### config.mk
export PLATFORM = sky130hd
export DESIGN_NAME = ground_scroll_renderer
export DESIGN_NICKNAME = d
export VERILOG_FILES = /design/src/rtl/ground_pkg.sv /design/src/rtl/scroll_offset_ctr.sv /design/src/rtl/ground_scroll_renderer.sv
export SDC_FILE = /design/constraint.sdc
export NUM_CORES = 2
export LEC_CHECK = 0
export CAP_MARGIN = 5
export CORE_MARGIN = 4
export CORE_UTILIZATION = 25
export DETAILED_ROUTE_END_ITERATION = 6
export GPL_TIMING_DRIVEN = 1
export PLACE_DENSITY = 0.44
export SYNTH_ARGS = -nofsm -noshare
export SYNTH_HDL_FRONTEND = slang
export SYNTH_HIERARCHICAL = 1
export SYNTH_SLANG_ARGS = --single-unit
export TNS_END_PERCENT = 100
### constraint.sdc
create_clock -name clk -period 10.6 [get_ports clk]
set_clock_uncertainty 0.2 [all_clocks]
set_input_delay 2.12 -clock clk [delete_from_list [all_inputs] [get_ports clk]]
set_output_delay 2.12 -clock clk [all_outputs]
set_load 0.005 [all_outputs]
### src/rtl/ground_pkg.sv
// Shared constants for the ground strip: geometry, ROM row range and the
// blanking column at which the next row is fetched.
package ground_pkg;
   localparam int WIDTH   = 700;  // ground row length in pixels (ROM word width)
   localparam int X0      = 50;   // first active hc column of the strip
   localparam int Y0      = 400;  // first vc line of the strip (ROM row 0)
   localparam int ROWS    = 10;   // number of ROM rows
   localparam int LOAD_HC = 790;  // next-row request column, inside horizontal blanking
   localparam int OFS_W   = 10;   // scroll offset width, holds 0..WIDTH-1
   localparam int CNT_W   = 11;   // hc/vc counter width
endpackage

### src/rtl/scroll_offset_ctr.sv
// Per-frame horizontal scroll accumulator, kept in 0..WIDTH-1 by a single
// conditional subtract (speed is always far smaller than WIDTH).
module scroll_offset_ctr
   import ground_pkg::*;
(
   input  logic             clk,
   input  logic             rst_n,
   input  logic             tick,
   input  logic             run,
   input  logic [3:0]       speed,
   output logic [OFS_W-1:0] offset
);

   logic [OFS_W:0]   sum;
   logic [OFS_W-1:0] offset_next;

   always_comb begin
      sum = {1'b0, offset} + {{(OFS_W-3){1'b0}}, speed};
      if (sum >= (OFS_W+1)'(WIDTH)) begin
         offset_next = OFS_W'(sum - (OFS_W+1)'(WIDTH));
      end else begin
         offset_next = sum[OFS_W-1:0];
      end
   end

   always_ff @(posedge clk or negedge rst_n) begin
      if (!rst_n) begin
         offset <= '0;
      end else if (tick && run) begin
         offset <= offset_next;
      end
   end

endmodule

### src/rtl/ground_scroll_renderer.sv
// Fetches the next ground row during horizontal blanking and serialises it into
// a registered per-pixel mask, shifted by a frame-stable scroll offset.
module ground_scroll_renderer
   import ground_pkg::*;
(
   input  logic             clk,
   input  logic             rst_n,
   input  logic [CNT_W-1:0] hc,
   input  logic [CNT_W-1:0] vc,
   input  logic [WIDTH-1:0] row_data,
   output logic [CNT_W-1:0] rom_vc,
   input  logic             frame_tick,
   input  logic             run,
   input  logic [3:0]       speed,
   output logic             pix_on
);

   logic [WIDTH-1:0] row_reg;
   logic             row_valid;
   logic [OFS_W-1:0] offset;
   logic [OFS_W-1:0] line_offset;
   logic [CNT_W-1:0] hc_rel;
   logic [CNT_W-1:0] col_raw;
   logic [CNT_W-1:0] col;
   logic             in_strip;
   logic             col_ok;
   logic [OFS_W-1:0] bit_idx;
   logic             pix_bit;

   scroll_offset_ctr u_offset (
      .clk    (clk),
      .rst_n  (rst_n),
      .tick   (frame_tick),
      .run    (run),
      .speed  (speed),
      .offset (offset)
   );

   // Both operands are below WIDTH, so one conditional subtract completes the wrap.
   always_comb begin
      hc_rel   = hc - CNT_W'(X0);
      in_strip = (hc >= CNT_W'(X0)) && (hc <= CNT_W'(X0 + WIDTH - 1));
      col_raw  = hc_rel + {1'b0, line_offset};
      col      = (col_raw >= CNT_W'(WIDTH)) ? col_raw - CNT_W'(WIDTH) : col_raw;
      col_ok   = in_strip && (col < CNT_W'(WIDTH));
      bit_idx  = col_ok ? OFS_W'(WIDTH - 1) - col[OFS_W-1:0] : '0;
      pix_bit  = row_reg[bit_idx];
   end

   always_ff @(posedge clk or negedge rst_n) begin
      if (!rst_n) begin
         rom_vc      <= '0;
         row_reg     <= '0;
         row_valid   <= 1'b0;
         line_offset <= '0;
         pix_on      <= 1'b0;
      end else begin
         if (hc == CNT_W'(LOAD_HC)) begin
            rom_vc <= vc + CNT_W'(1);
         end
         // Shadow the offset here so a frame tick never tears a visible line.
         if (hc == CNT_W'(LOAD_HC + 1)) begin
            row_reg     <= row_data;
            row_valid   <= (rom_vc >= CNT_W'(Y0)) && (rom_vc <= CNT_W'(Y0 + ROWS - 1));
            line_offset <= offset;
         end
         pix_on <= row_valid && col_ok && pix_bit;
      end
   end

endmodule
==> flow_summary.toml <==
[cells_and_area]
fin_nets = 5752
drive_above_1_share_pct = 6.46
largest_reg_flops = 700
n_fill_cell = 15119
area_growth_pct = 34.9

[global_route]
grt_util_all_layers_pct = 23.2
grt_max_degree = 205
grt-ovfl-total = 0
grt_pass1_wl_um = 254000
antenna_found_initial = 40
grt_pass1_vias = 34131

[yosys]
synth_top_area_share_pct = 51.0
synth.avg_cell_area_um2 = 8.24
synthDistinctLibCells = 99
synthTopCellsByArea = "dfrtp_1, nand2_1, mux2i_1"
yosysSeqAreaShare_pct = 51.0
async_flop_share_pct = 100
synth_edf_count = 0
syn_area_mm2 = 0.0360
synth-seq-cells = 733
yosysTopAreaCell = "dfrtp_1"
syn_nets = 5121
ys.warnings.count = 6
ys.flop_type = "dfrtp_1"
syn_inst = 4362

[sta]
final.setup.worst_slack_ns = 1.05
setup_tns_ns = 0
fmax_ghz = 0.105
worst_pin_slew_ns = 1.11
period_needed_ns = 9.55
finalMaxSlewViolations = 0
setup_viol = 0
max_slew_margin_pct = 25.7
hold_viol = 0
rsz0062_at_grt = "no"
fin_crit_sh_pct = 90.1

[cts]
clock_sinks = 733
cts.repair.resized = 0
clk_pin_slew_ns = 0.06
cts_setup_buffers = 0
cts_root_buf = "clkbuf_16"
cts_made_buffers = 92
cts_tree = "yes"
clk_latency_ns = 0.70
clockBufferDepth = 3
hold_buffers = 0
htree_levels = 3

[routing]
drt_iter0_markers = 2841
dr.pass1.iters = 6
wirelength_um = 180000
via_per_inst = 4.83
antenna_left = 0
routedWlPerCell_um = 25.9
drc_errors = 0
via_count = 33639

[floorplan]
fp-row-count = 138
boundaryPins = 742
initial_core_util_pct = 25.3
dieArea_mm2 = 0.150
chipHeight_um = 387
core_mm2 = 0.142
die_w_um = 387

[placed_design]
place_ws_ns = 0.537
portBuffers = 741
hpwl_um = 131000
gp_congestion = 0.816

[setup_path]
cp_data_arrival_time_ns = 9.93
timing.rr.start = "line_offset[1]"
reg2reg_depth = 23
cp-startpoint = "hc[1]"
crit_fanout = 65
critical_path_class = "input pin to flop"
reg2reg_to = "pix_on"
cp_data_required_time_ns = 10.98
end_kind = "flop"
endpoint = "pix_on"
regToRegSetupSlack_ns = 2.70
startpoint_type = "input pin"

[pwr]
ir_drop_mv = 0.104
leakage_nw = 23.4
powerDensity_mw_per_mm2 = 156

[flow_run]
maxCapViolCount = 0

[outcome]
status = "finished, final reports clean"

[hold_path]
hold_class = "flop to flop"
-- synthesized netlist by cell type (11+ instances only) --
library cell     n
o22ai_1         17
o221ai_1        19
or3_1           13
mux2i_1         87
mux2_2          39
o21ai_0        113
a221oi_1        40
and3_1          16
buf_6           11
clkbuf_1       205
dfrtp_1        733
mux4_2          13
o211ai_1        38
xor2_1          16
nand2_1       2295
a31oi_1         18
ha_1            27
nand3_1         80
a211oi_1        25
buf_4           15
a32oi_1         13
o311ai_0        11
inv_1           51
a21oi_1         90
buf_2           43
nor3_1          20
a221o_1         17
nor2_1          70
a311oi_1        12
o2111ai_1       13
a22oi_1         14
xnor2_1         16
nand4_1         16
-- metrics by stage --
step	utilization, %	power (mW)	cell area, µm²	cells	hold slack (ns)
after floorplan	-	3.57	36000	4362	0.231
after global placement	31.9	4.36	45400	6789	0.244
after detailed placement	31.9	4.36	45400	6789	0.251
after CTS	34.1	7.65	48500	6955	0.263
after global routing	34.1	7.85	48500	6961	0.280
final	34.1	7.56	48500	6964	0.260
-- routing by layer --
| metal | global-route usage [%] | vias to the layer above | part of all wire (%) |
|---|---|---|---|
| li1 | - | 15616 | - |
| met4 | 6.48 | 34 | 2.6 |
| met1 | 30.8 | 16643 | 43 |
| met5 | 0 | - | 0.11 |
| met2 | 38.2 | 1134 | 47 |
| met3 | 5.19 | 212 | 6.6 |
-- power breakdown --
group          leakage (nW)  switching, mW  internal, mW
logic                  11.9          0.840         0.559
registers              10.1         0.0564          2.86
clock network          1.49           1.33          1.92
total                  23.4           2.22          5.33
-- cells in the final DEF, fill, tap and decap left out, types with 17 or more instances in the layout --
cell                n
a221o_1            17
clkdlybuf4s50_1   740
buf_4              61
nand3_1            76
a31oi_1            18
ha_1               24
o22ai_1            17
a211oi_1           25
o211ai_1           38
clkbuf_1           26
nor3_1             19
o221ai_1           19
mux2i_1            87
clkbuf_16          93
a221oi_1           40
inv_1              50
nand2_1          2293
o21ai_0           112
dfrtp_1           733
nor2_1             62
mux2_2             39
clkbuf_8           23
a21oi_1            90
-- how the worst min path moves through the flow --
stage                            start  cells after the start      endpoint  slack, ns
after CTS                 row_reg[292]                      2  row_reg[292]       0.26
after floorplan           row_reg[166]                      2  row_reg[166]       0.23
after global routing      row_reg[123]                      2  row_reg[123]       0.28
after global placement    row_reg[511]                      2  row_reg[511]       0.24
final                     row_reg[292]                      2  row_reg[292]       0.26
after detailed placement  row_reg[292]                      2  row_reg[292]       0.25
-- worst max-delay path: stages --
cell	delay, ns
clkdlybuf4s50_1	0.54
inv_1	0.09
ha_1	0.31
inv_1	0.06
ha_2	0.19
inv_1	0.06
fa_1	0.46
and2b_1	0.28
o22ai_1	0.11
xnor2_1	0.73
a311oi_1	0.25
o31ai_2	0.69
mux2_2	0.42
a21oi_1	0.33
o2111a_2	0.65
nor2_8	0.20
buf_12	0.25
mux2_2	0.39
a222oi_1	0.75
o22ai_1	0.18
a2bb2oi_1	0.20
o211a_1	0.26
o2111ai_1	0.09
o31ai_1	0.10
-- cells by family after synthesis --
logic type	share of synthesized area [%]
and+or+nand+nor	28.1
xor gates and xnor gates	0.870
buffers and inverters	4.04
DFF	51.0
muxes	4.49
adders and majority gates	1.05
AOI/OAI and AO/OA	10.4
-- cell type report --
| type | count | area, µm² | area share (%) |
|---|---|---|---|
| multi-input cells | 3296 | 16300 | 33.7 |
| well taps | 1890 | 2360 | 4.87 |
| repair buffers | 817 | 8180 | 16.9 |
| clock buffers | 142 | 2740 | 5.65 |
| diodes | 9 | 22.5 | 0.0464 |
| clock inverters | 24 | 312 | 0.642 |
| flip-flops and latches | 733 | 18300 | 37.8 |
| inverters | 53 | 206 | 0.426 |
Power figures use the tool's default switching activity.
